$ cat config.mk
export PLATFORM = sky130hd
export DESIGN_NAME = pcie_msg_arbiter_flat
export DESIGN_NICKNAME = d
export VERILOG_FILES = /design/src/rtl/pcie_msg_arbiter_pkg.sv /design/src/rtl/pcie_msg_arbiter_if.sv /design/src/rtl/pcie_rr_arbiter.sv /design/src/rtl/pcie_msg_arbiter.sv /design/src/flat_wrapper.sv
export SDC_FILE = /design/constraint.sdc
export NUM_CORES = 1
export LEC_CHECK = 0
export CAP_MARGIN = 0
export CORE_AREA = 2 2 211 213
export DETAILED_ROUTE_END_ITERATION = 7
export DIE_AREA = 0 0 213 215
export PLACE_DENSITY_LB_ADDON = 0.3
export SLEW_MARGIN = 15
export SYNTH_ARGS = -nofsm -noshare
export SYNTH_HDL_FRONTEND = slang
export SYNTH_SLANG_ARGS = --single-unit
$ cat constraint.sdc
create_clock -name clk -period 8.95 [get_ports clk]
set_input_delay 1.79 -clock clk [delete_from_list [all_inputs] [get_ports clk]]
set_output_delay 1.79 -clock clk [all_outputs]
set_load 0.01 [all_outputs]
$ cat src/rtl/pcie_msg_arbiter_pkg.sv
// Message field positions, read-FSM encodings and small decode helpers shared by the
// PCIe register-message arbiter files.
package pcie_msg_arbiter_pkg;

  localparam int MSG_RESP_BIT = 63;
  localparam int MSG_WR_BIT   = 62;
  localparam int MSG_RD_BIT   = 61;
  localparam int MSG_HALF_BIT = 60;
  localparam int MSG_ADDR_LSB = 32;
  localparam int MSG_ADDR_W   = 20;

  localparam logic [1:0] RD_IDLE = 2'd0;
  localparam logic [1:0] RD_WAIT = 2'd1;
  localparam logic [1:0] RD_RESP = 2'd2;

  // Synthetic response handed to the owner when the core never answers a read.
  localparam logic [63:0] MSG_TIMEOUT_RSP = {1'b1, 31'h0, 32'hFFFF_FFFF};

  typedef struct packed {
    logic                  resp;
    logic                  wr;
    logic                  rd;
    logic                  half;
    logic [7:0]            rsvd;
    logic [MSG_ADDR_W-1:0] addr;
    logic [31:0]           data;
  } msg_t;

  function automatic logic msg_is_read(input logic [63:0] m);
    return m[MSG_RD_BIT];
  endfunction

  function automatic logic msg_is_resp(input logic [63:0] m);
    return m[MSG_RESP_BIT];
  endfunction

endpackage

$ cat src/rtl/pcie_msg_arbiter_if.sv
// Bundle of all message streams around the arbiter: requester side, core msgi/msgo,
// event port and sticky error flags. The slave modport is the arbiter's view.
interface pcie_msg_arbiter_if #(
  parameter int NUM_REQ = 4
);
  logic [64*NUM_REQ-1:0] req_tdata;
  logic [NUM_REQ-1:0]    req_tvalid;
  logic [NUM_REQ-1:0]    req_tready;
  logic [63:0]           rsp_tdata;
  logic [NUM_REQ-1:0]    rsp_tvalid;
  logic [NUM_REQ-1:0]    rsp_tready;
  logic [63:0]           msgi_tdata;
  logic                  msgi_tvalid;
  logic                  msgi_tready;
  logic [63:0]           msgo_tdata;
  logic                  msgo_tvalid;
  logic                  msgo_tready;
  logic [63:0]           evt_tdata;
  logic                  evt_tvalid;
  logic                  evt_tready;
  logic                  err_timeout;
  logic                  err_stray;
  logic                  err_clr;

  modport slave (
    input  req_tdata, req_tvalid, rsp_tready, msgi_tready, msgo_tdata, msgo_tvalid,
           evt_tready, err_clr,
    output req_tready, rsp_tdata, rsp_tvalid, msgi_tdata, msgi_tvalid, msgo_tready,
           evt_tdata, evt_tvalid, err_timeout, err_stray
  );

  modport master (
    output req_tdata, req_tvalid, rsp_tready, msgi_tready, msgo_tdata, msgo_tvalid,
           evt_tready, err_clr,
    input  req_tready, rsp_tdata, rsp_tvalid, msgi_tdata, msgi_tvalid, msgo_tready,
           evt_tdata, evt_tvalid, err_timeout, err_stray
  );

endinterface

$ cat src/rtl/pcie_rr_arbiter.sv
// Combinational round-robin picker: first eligible requester at or after ptr, wrapping.
// The pointer itself is owned and advanced by the parent.
module pcie_rr_arbiter #(
  parameter int N = 4,
  localparam int IW = (N > 1) ? $clog2(N) : 1
) (
  input  logic [N-1:0]  req,
  input  logic [N-1:0]  mask,
  input  logic [IW-1:0] ptr,
  output logic [N-1:0]  grant,
  output logic [IW-1:0] grant_idx,
  output logic          grant_valid
);

  logic [N-1:0] elig;

  genvar gi;
  generate
    for (gi = 0; gi < N; gi++) begin : g_elig
      assign elig[gi] = req[gi] & mask[gi];
    end
  endgenerate

  always_comb begin
    logic [IW-1:0] j;
    grant       = '0;
    grant_idx   = '0;
    grant_valid = 1'b0;
    j           = '0;
    for (int k = 0; k < N; k++) begin
      j = IW'((int'(ptr) + k) % N);
      if (!grant_valid && elig[j]) begin
        grant_valid = 1'b1;
        grant_idx   = j;
        grant[j]    = 1'b1;
      end
    end
  end

endmodule

$ cat src/rtl/pcie_msg_arbiter.sv
// Shares the core's 64-bit register-message port among NUM_REQ requesters, one read in flight.
// Optional read watchdog is compiled in with the PCIE_ARB_TIMEOUT_EN macro.
module pcie_msg_arbiter
  import pcie_msg_arbiter_pkg::*;
#(
  parameter int NUM_REQ        = 4,
  parameter int TIMEOUT_CYCLES = 1024
) (
  input logic               clk,
  input logic               rst_n,
  pcie_msg_arbiter_if.slave bus
);

  localparam int PW = (NUM_REQ > 1) ? $clog2(NUM_REQ) : 1;

  logic [1:0]         rd_state_reg, rd_state_next;
  logic [PW-1:0]      rr_ptr_reg;
  logic [PW-1:0]      owner_reg;
  logic               out_valid_reg;
  logic [63:0]        out_data_reg;
  logic [63:0]        rsp_data_reg;
  logic               err_stray_reg;

  logic [NUM_REQ-1:0] rd_ok;
  logic [NUM_REQ-1:0] grant;
  logic [PW-1:0]      grant_idx;
  logic               grant_any;
  logic               load;
  msg_t               win_msg;
  logic               msgo_is_rsp;
  logic               rsp_accept;
  logic               stray_hit;
  logic               rsp_done;
  logic               timeout_hit;
  logic [NUM_REQ-1:0] rsp_valid;

  // Reads are only eligible while no other read is in flight.
  genvar gi;
  generate
    for (gi = 0; gi < NUM_REQ; gi++) begin : g_rd_ok
      assign rd_ok[gi] = !msg_is_read(bus.req_tdata[64*gi +: 64]) || (rd_state_reg == RD_IDLE);
    end
  endgenerate

  pcie_rr_arbiter #(.N(NUM_REQ)) u_rr (
    .req         (bus.req_tvalid),
    .mask        (rd_ok),
    .ptr         (rr_ptr_reg),
    .grant       (grant),
    .grant_idx   (grant_idx),
    .grant_valid (grant_any)
  );

  assign load           = grant_any && (!out_valid_reg || bus.msgi_tready);
  assign win_msg        = msg_t'(bus.req_tdata[{grant_idx, 6'b0} +: 64]);
  assign bus.req_tready = load ? grant : '0;
  assign bus.msgi_tvalid = out_valid_reg;
  assign bus.msgi_tdata  = out_data_reg;

  // Non-response core traffic bypasses the read FSM entirely.
  assign msgo_is_rsp     = msg_is_resp(bus.msgo_tdata);
  assign bus.evt_tdata   = bus.msgo_tdata;
  assign bus.evt_tvalid  = bus.msgo_tvalid && !msgo_is_rsp;
  assign bus.msgo_tready = msgo_is_rsp ? (rd_state_reg != RD_RESP) : bus.evt_tready;

  assign rsp_accept = bus.msgo_tvalid && msgo_is_rsp && (rd_state_reg == RD_WAIT);
  assign stray_hit  = bus.msgo_tvalid && msgo_is_rsp && (rd_state_reg == RD_IDLE);
  assign rsp_done   = (rd_state_reg == RD_RESP) && bus.rsp_tready[owner_reg];

  always_comb begin
    rsp_valid = '0;
    if (rd_state_reg == RD_RESP) rsp_valid[owner_reg] = 1'b1;
  end

  assign bus.rsp_tvalid = rsp_valid;
  assign bus.rsp_tdata  = rsp_data_reg;
  assign bus.err_stray  = err_stray_reg;

  always_comb begin
    rd_state_next = rd_state_reg;
    case (rd_state_reg)
      RD_IDLE: if (load && win_msg.rd)           rd_state_next = RD_WAIT;
      RD_WAIT: if (rsp_accept || timeout_hit)    rd_state_next = RD_RESP;
      RD_RESP: if (rsp_done)                     rd_state_next = RD_IDLE;
      default:                                   rd_state_next = RD_IDLE;
    endcase
  end

`ifdef PCIE_ARB_TIMEOUT_EN
  logic [31:0] wait_cnt_reg;
  logic        err_timeout_reg;

  assign timeout_hit = (rd_state_reg == RD_WAIT) && !rsp_accept &&
                       (wait_cnt_reg == 32'(TIMEOUT_CYCLES - 1));

  // Counter is held at zero outside RD_WAIT, so it starts from zero on every entry.
  always_ff @(posedge clk or negedge rst_n) begin
    if (!rst_n) begin
      wait_cnt_reg    <= '0;
      err_timeout_reg <= 1'b0;
    end else begin
      wait_cnt_reg <= (rd_state_reg == RD_WAIT) ? wait_cnt_reg + 32'd1 : 32'd0;
      if (timeout_hit)      err_timeout_reg <= 1'b1;
      else if (bus.err_clr) err_timeout_reg <= 1'b0;
    end
  end

  assign bus.err_timeout = err_timeout_reg;
`else
  assign timeout_hit = 1'b0;
  // Without the watchdog the flag is constant; the term keeps the parameter referenced.
  assign bus.err_timeout = 1'b0 & (TIMEOUT_CYCLES == 0);
`endif

  always_ff @(posedge clk or negedge rst_n) begin
    if (!rst_n) begin
      rd_state_reg  <= RD_IDLE;
      rr_ptr_reg    <= '0;
      owner_reg     <= '0;
      out_valid_reg <= 1'b0;
      out_data_reg  <= '0;
      rsp_data_reg  <= '0;
      err_stray_reg <= 1'b0;
    end else begin
      rd_state_reg <= rd_state_next;
      if (load) begin
        out_valid_reg <= 1'b1;
        out_data_reg  <= win_msg;
        rr_ptr_reg    <= (grant_idx == PW'(NUM_REQ - 1)) ? '0 : grant_idx + PW'(1);
        if (win_msg.rd) owner_reg <= grant_idx;
      end else if (bus.msgi_tready) begin
        out_valid_reg <= 1'b0;
      end
      if (rsp_accept)       rsp_data_reg <= bus.msgo_tdata;
      else if (timeout_hit) rsp_data_reg <= MSG_TIMEOUT_RSP;
      if (stray_hit)        err_stray_reg <= 1'b1;
      else if (bus.err_clr) err_stray_reg <= 1'b0;
    end
  end

endmodule

$ cat src/flat_wrapper.sv
// flat-port wrapper written by rule: the top's interface ports become plain ports
module pcie_msg_arbiter_flat import pcie_msg_arbiter_pkg::*;
#(
  parameter int NUM_REQ        = 4,
  parameter int TIMEOUT_CYCLES = 1024
)
  (clk, rst_n, bus_req_tdata, bus_req_tvalid, bus_rsp_tready, bus_msgi_tready, bus_msgo_tdata, bus_msgo_tvalid, bus_evt_tready, bus_err_clr, bus_req_tready, bus_rsp_tdata, bus_rsp_tvalid, bus_msgi_tdata, bus_msgi_tvalid, bus_msgo_tready, bus_evt_tdata, bus_evt_tvalid, bus_err_timeout, bus_err_stray);
  pcie_msg_arbiter_if #(.NUM_REQ(NUM_REQ)) bus_i ();
  input logic clk;
  input logic rst_n;
  input wire logic [$bits(bus_i.req_tdata)-1:0] bus_req_tdata;
  input wire logic [$bits(bus_i.req_tvalid)-1:0] bus_req_tvalid;
  input wire logic [$bits(bus_i.rsp_tready)-1:0] bus_rsp_tready;
  input wire logic [$bits(bus_i.msgi_tready)-1:0] bus_msgi_tready;
  input wire logic [$bits(bus_i.msgo_tdata)-1:0] bus_msgo_tdata;
  input wire logic [$bits(bus_i.msgo_tvalid)-1:0] bus_msgo_tvalid;
  input wire logic [$bits(bus_i.evt_tready)-1:0] bus_evt_tready;
  input wire logic [$bits(bus_i.err_clr)-1:0] bus_err_clr;
  output wire logic [$bits(bus_i.req_tready)-1:0] bus_req_tready;
  output wire logic [$bits(bus_i.rsp_tdata)-1:0] bus_rsp_tdata;
  output wire logic [$bits(bus_i.rsp_tvalid)-1:0] bus_rsp_tvalid;
  output wire logic [$bits(bus_i.msgi_tdata)-1:0] bus_msgi_tdata;
  output wire logic [$bits(bus_i.msgi_tvalid)-1:0] bus_msgi_tvalid;
  output wire logic [$bits(bus_i.msgo_tready)-1:0] bus_msgo_tready;
  output wire logic [$bits(bus_i.evt_tdata)-1:0] bus_evt_tdata;
  output wire logic [$bits(bus_i.evt_tvalid)-1:0] bus_evt_tvalid;
  output wire logic [$bits(bus_i.err_timeout)-1:0] bus_err_timeout;
  output wire logic [$bits(bus_i.err_stray)-1:0] bus_err_stray;
  assign bus_i.req_tdata = bus_req_tdata;
  assign bus_i.req_tvalid = bus_req_tvalid;
  assign bus_i.rsp_tready = bus_rsp_tready;
  assign bus_i.msgi_tready = bus_msgi_tready;
  assign bus_i.msgo_tdata = bus_msgo_tdata;
  assign bus_i.msgo_tvalid = bus_msgo_tvalid;
  assign bus_i.evt_tready = bus_evt_tready;
  assign bus_i.err_clr = bus_err_clr;
  assign bus_req_tready = bus_i.req_tready;
  assign bus_rsp_tdata = bus_i.rsp_tdata;
  assign bus_rsp_tvalid = bus_i.rsp_tvalid;
  assign bus_msgi_tdata = bus_i.msgi_tdata;
  assign bus_msgi_tvalid = bus_i.msgi_tvalid;
  assign bus_msgo_tready = bus_i.msgo_tready;
  assign bus_evt_tdata = bus_i.evt_tdata;
  assign bus_evt_tvalid = bus_i.evt_tvalid;
  assign bus_err_timeout = bus_i.err_timeout;
  assign bus_err_stray = bus_i.err_stray;
  pcie_msg_arbiter #(.NUM_REQ(NUM_REQ), .TIMEOUT_CYCLES(TIMEOUT_CYCLES)) u_core (.clk(clk), .rst_n(rst_n), .bus(bus_i));
endmodule
# After elaboration in Yosys (flattened, before gate mapping)
# Index checks and enable logic that the tools add are counted.
[totals] ff_bits=136 word_cells=114
[op_classes] n_addsub=4 magnitude_cmp=10 n_eq_ne=7 shifts=1 muxes=44 bitwise=7 n_reduce_logical=34
[op_table] operator="$shiftx 256x9->64" count=1
[op_table] operator="$mux 4" count=6
[op_table] operator="$mux 1" count=19
[op_table] operator="$mux 2" count=8
[op_table] operator="$logic_and 1x1->1" count=15
[op_table] operator="$lt 2x3->1 const B" count=5
[op_table] operator="$or 4x4->4" count=3
[op_table] operator="$bmux 1 s2" count=5
[op_table] operator="$demux 1 s2" count=5
[op_table] operator="$ge 2x1->1 const B" count=5
[op_table] operator="$logic_not 1->1" count=9
[op_table] operator="$pmux 2 s3" count=1
[op_table] operator="$logic_or 1x1->1" count=5
[op_table] operator="$add 2x1->2 const B" count=2
[op_table] operator="$add 2x2->2 const B" count=2
[op_table] operator="$and 1x1->1" count=4
[op_table] operator="$eq 2x2->1 const B" count=2
[op_table] operator="$ne 2x1->1 const B" count=2
[op_table] operator="$ne 2x2->1 const B" count=2
[op_table] operator="$reduce_bool 2->1" count=2
[op_table] operator="$reduce_and 3->1" count=1
[op_table] operator="$eq 2x1->1 const B" count=1
[op_table] operator="$logic_not 2->1" count=1
[op_table] operator="$reduce_and 2->1" count=1

# Logic depth before layout (Yosys ltp)
[depth] depth_word=19 depth_mapped=14

# Hierarchy
# Synthesis repeated with hierarchy kept, for this count alone.
[hier_totals] hier_cells=531 hier_area_um2=7860.0
[modules_own_cells] mod="pcie_msg_arbiter" instances=1 cells_per_inst=466 area_per_inst_um2=7363.3
[modules_own_cells] mod="pcie_rr_arbiter" instances=1 cells_per_inst=65 area_per_inst_um2=496.7

# Worst setup path before layout
# Ideal clock, no wire load.
[synth_timing] path_kind="input to output" start="input port bus_req_tdata[253]" end="output port bus_req_tready[0]" arrival_ps=3002 setup_slack_ps=4158 stages=6 path_buffers=0 path_cell_list="o21ai_1 -> nand2_1 -> mux4_2 -> nor2b_1 -> nand2_1 -> a21oi_1"
[synth_via] elab_chain_cells=17 word_cells_on_any_way=30 classes_between="mux (17); bitwise (4); reduce/logical (9)"
[synth_rtl] item="start: declaration" line="flat_wrapper.sv:11" text="input wire logic [$bits(bus_i.req_tdata)-1:0] bus_req_tdata;"
[synth_rtl] item="$logic_not 1->1 *" line="pcie_msg_arbiter.sv:41" text="assign rd_ok[gi] = !msg_is_read(bus.req_tdata[64*gi +: 64]) || (rd_state_reg == RD_IDLE);"
[synth_rtl] item="$logic_or 1x1->1 *" line="pcie_msg_arbiter.sv:41"
[synth_rtl] item="$and 1x1->1 *" line="pcie_rr_arbiter.sv:20" text="assign elig[gi] = req[gi] & mask[gi];"
[synth_rtl] item="$bmux 1 s2" line="pcie_rr_arbiter.sv:32" text="if (!grant_valid && elig[j]) begin"
[synth_rtl] item="$mux 1 (implied by the code)" line="pcie_rr_arbiter.sv:32"
[synth_rtl] item="$mux 1" line="pcie_rr_arbiter.sv:32"
[synth_rtl] item="$logic_not 1->1" line="pcie_rr_arbiter.sv:32"
[synth_rtl] item="$logic_and 1x1->1" line="pcie_rr_arbiter.sv:32"
[synth_rtl] item="$mux 1" line="pcie_rr_arbiter.sv:32"
[synth_rtl] item="$logic_not 1->1" line="pcie_rr_arbiter.sv:32"
[synth_rtl] item="$logic_and 1x1->1" line="pcie_rr_arbiter.sv:32"
[synth_rtl] item="$mux 1" line="pcie_rr_arbiter.sv:32"
[synth_rtl] item="$logic_not 1->1" line="pcie_rr_arbiter.sv:32"
[synth_rtl] item="$logic_and 1x1->1" line="pcie_rr_arbiter.sv:32"
[synth_rtl] item="$mux 1" line="pcie_rr_arbiter.sv:32"
[synth_rtl] item="$logic_and 1x1->1" line="pcie_msg_arbiter.sv:54" text="assign load = grant_any && (!out_valid_reg || bus.msgi_tready);"
[synth_rtl] item="$mux 4 *" line="pcie_msg_arbiter.sv:56" text="assign bus.req_tready = load ? grant : '0;"
[synth_rtl] item="end: declaration" line="flat_wrapper.sv:19" text="output wire logic [$bits(bus_i.req_tready)-1:0] bus_req_tready;"
# Mark *: on every way between the ends. The rest lies on a longest branch, timed or not. The select of a mux whose other input is x is not followed.

# Worst setup path after layout
[layout_timing] start="input port bus_req_tdata[189]" end="output port bus_req_tready[2]"
# Same word-level chain as after synthesis.

==> results.md <==
* Outcome: finished, final reports clean
* Largest net degree at the start of global routing at 81
* Slew Viols, Final at 0
* Most frequent cells in the layout: clkdlybuf4s50_1 (536), dfrtp_1 (136), mux2i_1 (131)
* Leakage at 5.73 nW
* CTS sink cnt at 136
* Reg area at 3400 µm²
* Layout filler cell count at 4465
* Worst r2r dst: u_core.bus.msgi_tdata[24]$_DFFE_PN0P_
* Maximum VDD drop at 0.000306 V
* Fraction of layout cells with a size suffix above 1 at 9.70%
* Synthesized instance count at 690
* Starting Density at 17.8%
* Fin Clk Skew at 0.0119 ns
* Routed wire length at 31.9 mm
* Area of the multi-input gates at 3580 µm²
* Grt total ovfl at 0
* Placed Area at 13200 µm²
* Flop-to-flop setup slack at 4.67 ns
* Top cell type's share of synthesized area at 43.9%
* Vias/cell at 4.12
* WL/cell at 18.3 µm
* Min-Delay Path Depth at 1
* Hpwl dp at 24.5 mm
* Min-delay src: u_core.bus.rsp_tdata[63]$_DFFE_PN0P_
* Seq cells post-synth at 136
* Num rows at 77
* Clock H-tree levels at 4
* Largest family of logic cells by synthesized area: multiplexers
* First-pass GRT wire length at 47.1 mm
* Starting DRT DRC Count at 303
* Max-Cap Viols at 0
* Syn Std Cell Area at 7760 µm²
* Post_cts resized at 0
* FMAX at 164 MHz
* Worst path bufs/invs at 3
* Worst-margin pin slew at 0.981 ns
* Core box area at 43600 µm²
* Worst Path Max Fanout at 73
* Die Height at 215 µm
* Vias in the first global route at 7778
* Switch Pwr at 0.00189 W
* Synth Warn # at 0
* Initial antenna violation count at 0
* Pre-antenna DRT Iters at 5
* Worst reg2reg path depth at 10
* Synth Area in Compound Gates at 10.4%
* Share of the yosys chip area belonging to registers at 43.9%
* Post-Syn Area per Cell at 11.2 µm²
* Most common cell after layout, fill and taps aside: clkdlybuf4s50_1
* Global Route Usage Sum at 13.9%
* CTS Buf Count at 17
* Clk root buf: clkbuf_16
* Worst skew pair latency at 0.48 ns
* Critical path class: in2out
* Seq pwr share at 23.9%
* ANT nets after route at 0
* Hold Path Sink: u_core.bus.rsp_tdata[63]$_DFFE_PN0P_
* Port Buffer Count at 537
* Layout overhead on the synthesized area at 77.3%
* Placer Congestion at 0.845
* Power Density at 341 nW/µm²
* Hold_buf cts at 0
* Final non-filler cell area at 13800 µm²
* Synthesized net count at 1032
* Final nets at 1484
* Xor-xnor portion of the synthesized cell area at 0.113%
* Simple-gate share of the synthesized area at 7.26%
* RSZ-0062 raised after global routing: no
* Int Power at 0.00281 W
* Cell family with most CP delay: buffers and inverters
* Critical Path RT at 7.16 ns
* Post-synth top area cell: dfrtp_1
* CP max stage cell: buf_4
* Area of the die at 45800 µm²
* Worst-path cell chain: clkdlybuf4s50_1, o21ai_1, nand2_1, nand2_1, o21ai_4, buf_4, a21oi_1, clkdlybuf4s50_1
* Drt drc at 0
* Setup violators final at 0
* Register clock-pin slew on the reported worst setup and hold paths at 0.07 ns
* Clock buffer depth at 2
* CTS tree: yes
* Switching Share at 40.2%
* Post-synthesis mux area share at 26.9%
* Adder-Cell Fraction of Synth Area at 1.29%
* Logic pwr share at 60.8%
* Final Hold Fails at 0
* Crit path launch: bus_req_tdata[189]
* Final core occ at 31.5%
* Dominant cells by area after synthesis: dfrtp_1 (44%), mux2i_1 (17%), mux2_2 (9.4%)
* Tmin final at 6.11 ns
* I/O pin count at 539
* DR vias at 7192
* ANT cells at 0
* Clock power frac at 15.3%
* Worst flop-to-flop path startpoint: u_core.rr_ptr_reg[0]$_DFFE_PN0P_
* Final period utilization at 68.2%
* Distinct cells, synth at 40
* Arr. time, crit path at 4.32 ns
* CP Launch Type: input port
* Die W at 213 µm
* Worst path max stage delay at 0.71 ns
* Worst Hold Class: reg2reg
* Slew Limit Headroom at 34.6%
* Number of setup buffers added after CTS at 0
* TNS Setup at 0 ns
* CP endpoint kind: output port
power groups by stage:
stage	combinational, W	sequential, W	clock, W
floorplan	0.00169	0.00123	0
CTS	0.00291	0.00112	0.000758
global route	0.00308	0.00116	0.000778
detailed placement	0.00291	0.00113	0
global placement	0.00289	0.00112	0
finish	0.00285	0.00112	0.000720
area by class of cell:
type,instances,share of cell area (%)
Inverter,4,0.109
Multi-Input combinational cell,440,26.0
Clock buffer,19,3.22
Timing Repair Buffer,543,39.5
Tap cell,592,5.39
Sequential cell,136,24.7
Clock inverter,13,0.974
worst max path at each step:
stage,endpoint,slack (ns),cells after the start
2_1_floorplan,bus_req_tready[0],4.16,6
4_1_cts,bus_req_tready[2],2.79,8
3_5_place_dp,bus_req_tready[2],2.80,8
5_1_grt,bus_req_tready[1],2.63,8
6_report,bus_req_tready[2],2.84,8
3_3_place_gp,bus_req_tready[2],2.90,8
per-layer routing:
metal / vias up / part of all wire [%] / global-route usage (%)
met5: - / 0 / 0
met4: 0 / 1.3 / 4.15
met2: 340 / 52 / 25.2
met1: 3458 / 39 / 15.0
li1: 3371 / - / -
met3: 23 / 8.0 / 4.88
worst register-to-register path, stage by stage (launching register included):
cell and delay [ns]:
dfrtp_1 0.67, inv_1 0.30, ha_1 0.47, nor2_1 0.33, nand2_1 0.10, o211a_1 0.15
o21ai_2 0.18, and2_4 0.77, buf_12 0.58, mux2i_1 0.40, o221ai_1 0.17
through the flow:
step	std cells	hold WS, ns	setup WS [ns]	power, W
global route	1747	0.500	2.63	0.00502
detailed placement	1715	0.454	2.80	0.00404
floorplan	690	0.504	4.16	0.00292
global placement	1715	0.451	2.90	0.00401
CTS	1747	0.470	2.79	0.00479
finish	1747	0.465	2.84	0.00469
cell usage after synthesis, drive strengths merged:
cell and instances:
a211oi 1, a21oi 9, a222oi 1, a22oi 1
a2bb2oi 1, a32oi 1, and2 5, buf 82
clkbuf 28, conb 1, dfrtp 136, ha 8
inv 4, mux2 65, mux2i 131, mux4 2
nand2 86, nand2b 8, nand3 11, nand3b 1
nand4 1, nand4b 1, nor2 11, nor2b 3
nor3 2, o211a 1, o211ai 1, o21a 1
o21ai 18, o221ai 63, o22ai 1, o2bb2ai 1
o32ai 2, or2 1, xnor2 1
logic make-up after synthesis:
kind of cell / Yosys count
muxes: 198
DFF: 136
and+or+nand+nor: 130
buffers and inverters: 114
AOI/OAI and AO/OA: 102
adders and majority gates: 8
other: 1
xor gates and xnor gates: 1
Note: power is estimated with default switching activity, not from simulation.
